### src/rtl/serial_sub_if.sv
// serial_sub_if -- operand/result bundle for the bit-serial subtractor.
//
// Handshake: the master drives start with a/b valid in the same cycle; the
// request is taken at a rising edge only when busy is low (slave in IDLE).
// While busy is high start is ignored. done pulses for one cycle when
// out/borrow/zero (and ovf when SERIAL_SUB_OVF_EN is defined) carry a new
// result; those outputs then hold until the next done.
//
// Signals:
//   start      master->slave  request to load operands
//   a, b       master->slave  minuend / subtrahend (WIDTH bits, unsigned)
//   busy       slave->master  operation in progress
//   done       slave->master  one-cycle result-valid pulse
//   out        slave->master  a-b modulo 2^WIDTH
//   borrow     slave->master  high iff a < b
//   zero       slave->master  high iff out == 0
//   ovf        slave->master  signed overflow (only with SERIAL_SUB_OVF_EN)
//   dbg_state  slave->master  FSM state for observation (0 IDLE,1 SHIFT,2 DONE)
interface serial_sub_if #(
  parameter int WIDTH = 8
);
  logic             start;
  logic [WIDTH-1:0] a;
  logic [WIDTH-1:0] b;
  logic             busy;
  logic             done;
  logic [WIDTH-1:0] out;
  logic             borrow;
  logic             zero;
`ifdef SERIAL_SUB_OVF_EN
  logic             ovf;
`endif
  logic [1:0]       dbg_state;

`ifdef SERIAL_SUB_OVF_EN
  modport master (output start, a, b,
                  input  busy, done, out, borrow, zero, ovf, dbg_state);
  modport slave  (input  start, a, b,
                  output busy, done, out, borrow, zero, ovf, dbg_state);
`else
  modport master (output start, a, b,
                  input  busy, done, out, borrow, zero, dbg_state);
  modport slave  (input  start, a, b,
                  output busy, done, out, borrow, zero, dbg_state);
`endif
endinterface

### src/rtl/serial_sub.sv
// serial_sub -- bit-serial unsigned subtractor, one bit per clock, LSB first.
//
// Optional feature macro: SERIAL_SUB_OVF_EN adds the two's-complement
// overflow flag (bus.ovf); without it the flag and its logic are absent.
//
// Ports:
//   clk   rising-edge clock
//   rst   synchronous active-high reset (aborts any operation, clears outputs)
//   bus   serial_sub_if.slave: start/a/b in, busy/done/out/borrow/zero[/ovf]
//         and dbg_state out
//
// Timing: start taken at the edge ending cycle t -> WIDTH SHIFT cycles
// (t+1 .. t+WIDTH) -> DONE in cycle t+WIDTH+1 with done high, then IDLE.
module serial_sub #(
  parameter int WIDTH = 8
) (
  input  logic        clk,
  input  logic        rst,
  serial_sub_if.slave bus
);

  localparam int CNT_W = (WIDTH > 1) ? $clog2(WIDTH) : 1;

  typedef enum logic [1:0] {
    S_IDLE  = 2'd0,
    S_SHIFT = 2'd1,
    S_DONE  = 2'd2
  } state_t;

  state_t           r_state;
  logic [WIDTH-1:0] r_a;
  logic [WIDTH-1:0] r_b;
  logic [WIDTH-1:0] r_res;
  logic             r_br;
  logic [CNT_W-1:0] r_cnt;
  logic             r_busy;
  logic             r_done;
  logic [WIDTH-1:0] r_out;
  logic             r_borrow;
  logic             r_zero;
`ifdef SERIAL_SUB_OVF_EN
  // Operand MSBs are kept aside because the shift registers lose them.
  logic             r_a_msb;
  logic             r_b_msb;
  logic             r_ovf;
`endif

  // One full-subtractor slice on the current LSBs.
  logic             w_diff;
  logic             w_br_next;
  logic [WIDTH-1:0] w_res_next;
  logic             w_last;

  assign w_diff     = r_a[0] ^ r_b[0] ^ r_br;
  assign w_br_next  = (~r_a[0] & r_b[0]) | (~r_a[0] & r_br) | (r_b[0] & r_br);
  assign w_res_next = {w_diff, r_res[WIDTH-1:1]};
  assign w_last     = (r_cnt == CNT_W'(WIDTH - 1));

  always_ff @(posedge clk) begin
    if (rst) begin
      r_state  <= S_IDLE;
      r_a      <= '0;
      r_b      <= '0;
      r_res    <= '0;
      r_br     <= 1'b0;
      r_cnt    <= '0;
      r_busy   <= 1'b0;
      r_done   <= 1'b0;
      r_out    <= '0;
      r_borrow <= 1'b0;
      r_zero   <= 1'b0;
`ifdef SERIAL_SUB_OVF_EN
      r_a_msb  <= 1'b0;
      r_b_msb  <= 1'b0;
      r_ovf    <= 1'b0;
`endif
    end else begin
      case (r_state)
        S_IDLE: begin
          if (bus.start) begin
            r_a     <= bus.a;
            r_b     <= bus.b;
            r_res   <= '0;
            r_br    <= 1'b0;
            r_cnt   <= '0;
            r_busy  <= 1'b1;
            r_state <= S_SHIFT;
`ifdef SERIAL_SUB_OVF_EN
            r_a_msb <= bus.a[WIDTH-1];
            r_b_msb <= bus.b[WIDTH-1];
`endif
          end
        end
        S_SHIFT: begin
          r_a   <= r_a >> 1;
          r_b   <= r_b >> 1;
          r_br  <= w_br_next;
          r_res <= w_res_next;
          r_cnt <= r_cnt + CNT_W'(1);
          // Visible outputs are written only here, so they stay put through
          // every later SHIFT phase until the next result lands.
          if (w_last) begin
            r_out    <= w_res_next;
            r_borrow <= w_br_next;
            r_zero   <= (w_res_next == '0);
`ifdef SERIAL_SUB_OVF_EN
            r_ovf    <= (r_a_msb != r_b_msb) && (w_diff != r_a_msb);
`endif
            r_done   <= 1'b1;
            r_state  <= S_DONE;
          end
        end
        S_DONE: begin
          r_done  <= 1'b0;
          r_busy  <= 1'b0;
          r_state <= S_IDLE;
        end
        default: begin
          r_done  <= 1'b0;
          r_busy  <= 1'b0;
          r_state <= S_IDLE;
        end
      endcase
    end
  end

  assign bus.busy      = r_busy;
  assign bus.done      = r_done;
  assign bus.out       = r_out;
  assign bus.borrow    = r_borrow;
  assign bus.zero      = r_zero;
`ifdef SERIAL_SUB_OVF_EN
  assign bus.ovf       = r_ovf;
`endif
  assign bus.dbg_state = r_state;

endmodule
### src/flat_wrapper.sv
// flat-port wrapper written by rule: the top's interface ports become plain ports
module serial_sub_flat 
#(
  parameter int WIDTH = 8
)
  (clk, rst, bus_start, bus_a, bus_b, bus_busy, bus_done, bus_out, bus_borrow, bus_zero, bus_dbg_state);
  serial_sub_if #(.WIDTH(WIDTH)) bus_i ();
  input  logic clk;
  input  logic rst;
  input wire logic [$bits(bus_i.start)-1:0] bus_start;
  input wire logic [$bits(bus_i.a)-1:0] bus_a;
  input wire logic [$bits(bus_i.b)-1:0] bus_b;
  output wire logic [$bits(bus_i.busy)-1:0] bus_busy;
  output wire logic [$bits(bus_i.done)-1:0] bus_done;
  output wire logic [$bits(bus_i.out)-1:0] bus_out;
  output wire logic [$bits(bus_i.borrow)-1:0] bus_borrow;
  output wire logic [$bits(bus_i.zero)-1:0] bus_zero;
  output wire logic [$bits(bus_i.dbg_state)-1:0] bus_dbg_state;
  assign bus_i.start = bus_start;
  assign bus_i.a = bus_a;
  assign bus_i.b = bus_b;
  assign bus_busy = bus_i.busy;
  assign bus_done = bus_i.done;
  assign bus_out = bus_i.out;
  assign bus_borrow = bus_i.borrow;
  assign bus_zero = bus_i.zero;
  assign bus_dbg_state = bus_i.dbg_state;
  serial_sub #(.WIDTH(WIDTH)) u_core (.clk(clk), .rst(rst), .bus(bus_i));
endmodule
### config.mk
export PLATFORM = sky130hd
export DESIGN_NAME = serial_sub_flat
export DESIGN_NICKNAME = d
export VERILOG_FILES = /design/src/rtl/serial_sub_if.sv /design/src/rtl/serial_sub.sv /design/src/flat_wrapper.sv
export SDC_FILE = /design/constraint.sdc
export NUM_CORES = 1
export LEC_CHECK = 0
export ABC_AREA = 1
export BUFFER_PORTS_ARGS = -buffer_cell sky130_fd_sc_hd__buf_2
export CAP_MARGIN = 20
export CORE_ASPECT_RATIO = 1.5
export CORE_MARGIN = 2
export CORE_UTILIZATION = 58
export CTS_CLUSTER_DIAMETER = 50
export CTS_CLUSTER_SIZE = 24
export DETAILED_ROUTE_END_ITERATION = 6
export GPL_ROUTABILITY_DRIVEN = 0
export PLACE_DENSITY = 0.86
export SLEW_MARGIN = 20
export SYNTH_ARGS = -nofsm -noshare
export SYNTH_HDL_FRONTEND = slang
export SYNTH_SLANG_ARGS = --single-unit
### constraint.sdc
create_clock -name clk -period 3.73 [get_ports clk]
set_clock_uncertainty 0.05 [all_clocks]
set_input_delay 0.746 -clock clk [delete_from_list [all_inputs] [get_ports clk]]
set_output_delay 0.746 -clock clk [all_outputs]
set_load 0.05 [all_outputs]
==> run metrics <==
HPWL Detailed 2420 µm; Setup crit end kind primary output; Tot Pwr 860 µW; wl on met1 1540 µm; Pre-antenna DRT Iters 5; Final period util 51.9%; largest net degree at the start of global routing 27; routed wl met2 1830 µm; hold slack 412 ps; synthesized instance count 244; crit path max-delay cell type dfxtp_1; status finished, final reports clean; setup TNS 0 ps; Worst Hold End u_core.bus.out[7]; Critical Path RT 2930 ps; CTS tree done; Yosys Warn Count 0; total gr overflow 0; Worst R2R Start u_core.bus.dbg_state[0]; register area share after synthesis 46.6%; Critical Path Stages 1; FP Rows 24; Initial DRC Count 59; Crit Reg-Reg Endpoint u_core.r_cnt[1]; CTS clk-pin slew, worst paths 70 ps; startpoint type of the worst setup path flop; PostCTS Resize Cnt 0; DR vias 1572; Max Used Layer met4; H-tree lvl count 2; Slew @ Worst Pin 991 ps; HP Start u_core.bus.out[7]; setup ws final 1790 ps; Distinct cells, synth 22; Hold Vio Cnt, Final 0; Core Area 2910 µm²; max_slew headroom 33.9%; die area 3510 µm²; initial core utilization 60.5%; HP Class reg2reg; CP Max Fanout 6; fin cells 312; antenna viol nets, final 0; internal reg-to-reg setup slack 2100 ps; Die Height 71.5 µm; DR WL/cell 11.6 µm; share of post-route cells with drive strength above 1 17.9%; RSZ-0062 raised after global routing no; pre-CTS WS 1720 ps; WS Path Type reg2out; Final Setup Violations 0; CTS Buf Count 5; number of port buffers 32; Max Slew Vio Count 0; FMAX 516 MHz; most frequent cells in the layout 70 x nand2_1, 53 x nor2_1, 41 x dfxtp_1; most common cell after layout, fill and taps aside nand2_1; Hold Crit Depth 2; vias per cell 5.04; vias in the first global route 1428; # Post-CTS Setup Buffers 0; max cap viols 0; n_diodes 0; cells on worst reg2reg path 3; PwrDens 437 nW/µm²; Mapped Area 1760 µm²; io pins 33; wirelength, routed 3630 µm; CTS root buffer clkbuf_8; Worst path max stage delay 510 ps; first-pass GRT wire length 6160 µm; WL met3 184 µm; worst-skew pair later-pin latency 300 ps; syn_area_per_cell 7.23 µm²; cts hold-fix bufs 0; initial antenna violation count 0; Nets 295; total clock sinks 41; critical path, cell by cell buf_2; min Tclk post-route 1940 ps; placed cell count 305; Mapped Nets 266; #FFs+latches synth 41; DRC viols 0; crit-path leading delay family flip-flops; Data arrival, critical path 1140 ps; GRT Overall Usage 23.2%; Peak VDD IR 0.308 mV; leak pwr 0.968 nW; P&R area growth vs syn 11.7%; clk buf depth 2; Die Wd 49.0 µm; Bufs and invs on worst path 1
## kinds of logic after synthesis
kind of cell | count (synthesis) | share of synthesized area [%]
AND/OR/NAND/NOR | 134 | 30.7
flip-flops | 41 | 46.6
AO/OA/AOI/OAI | 40 | 11.7
buffers and inverters | 26 | 8.45
adder cells (fa/ha/maj) | 3 | 2.55
## where the power goes
group	internal, mW	total [mW]	switching, mW	leakage (nW)
combinational	0.0337	0.0960	0.0623	0.588
clock	0.147	0.296	0.149	0.0443
sequential	0.456	0.468	0.0121	0.335
## per-layer routing
layer,track usage [%],vias to the layer above
met3,6.25,5
met1,26.2,716
met5,0,-
met2,40.6,42
met4,10.5,0
li1,-,809
## Yosys cell counts (all sizes together)
cell type | instances | share of area [%]
o21ai | 26 | 7.6
buf | 6 | 3.6
clkbuf | 4 | 1.4
nor3 | 1 | 0.28
fa | 1 | 1.1
nor2 | 55 | 12
a21boi | 1 | 0.43
dfxtp | 41 | 47
a21oi | 13 | 3.7
nand3 | 2 | 0.57
nand2 | 76 | 18
ha | 2 | 1.4
inv | 16 | 3.4
## stage by stage
step	utilization (%)	instance area [µm²]
after floorplan	-	1760
after global placement	64.6	1880
after detailed placement	64.6	1880
after CTS	67.6	1970
after global routing	67.6	1970
final	67.6	1970
## worst max-delay path by stage
stage / startpoint / to
2_1_floorplan: u_core.bus.dbg_state[1] / u_core.r_b[2]
3_3_place_gp: bus_start / u_core.r_res[1]
3_5_place_dp: bus_start / u_core.r_res[1]
4_1_cts: u_core.bus.dbg_state[0] / bus_dbg_state[0]
5_1_grt: u_core.bus.dbg_state[0] / bus_dbg_state[0]
6_report: u_core.bus.dbg_state[0] / bus_dbg_state[0]
## flip-flops by register name, indices dropped and copies added, names as in the netlist
name / cells
u_core.bus.out: 8
u_core.r_a: 8
u_core.r_b: 8
u_core.r_res: 7
u_core.r_cnt: 3
u_core.bus.dbg_state: 2
u_core.bus.borrow: 1
u_core.bus.busy: 1
u_core.bus.done: 1
u_core.bus.zero: 1
u_core.r_br: 1
## area by class of cell
class / instances / area (µm²)
Multi-Input combinational cell: 177 / 793
Clock buffer: 7 / 86.3
Tap cell: 39 / 48.8
Inverter: 16 / 60.1
Timing Repair Buffer: 32 / 160
Sequential cell: 41 / 821
Fill cell: 262 / 943
Power figures use the tool's default switching activity.
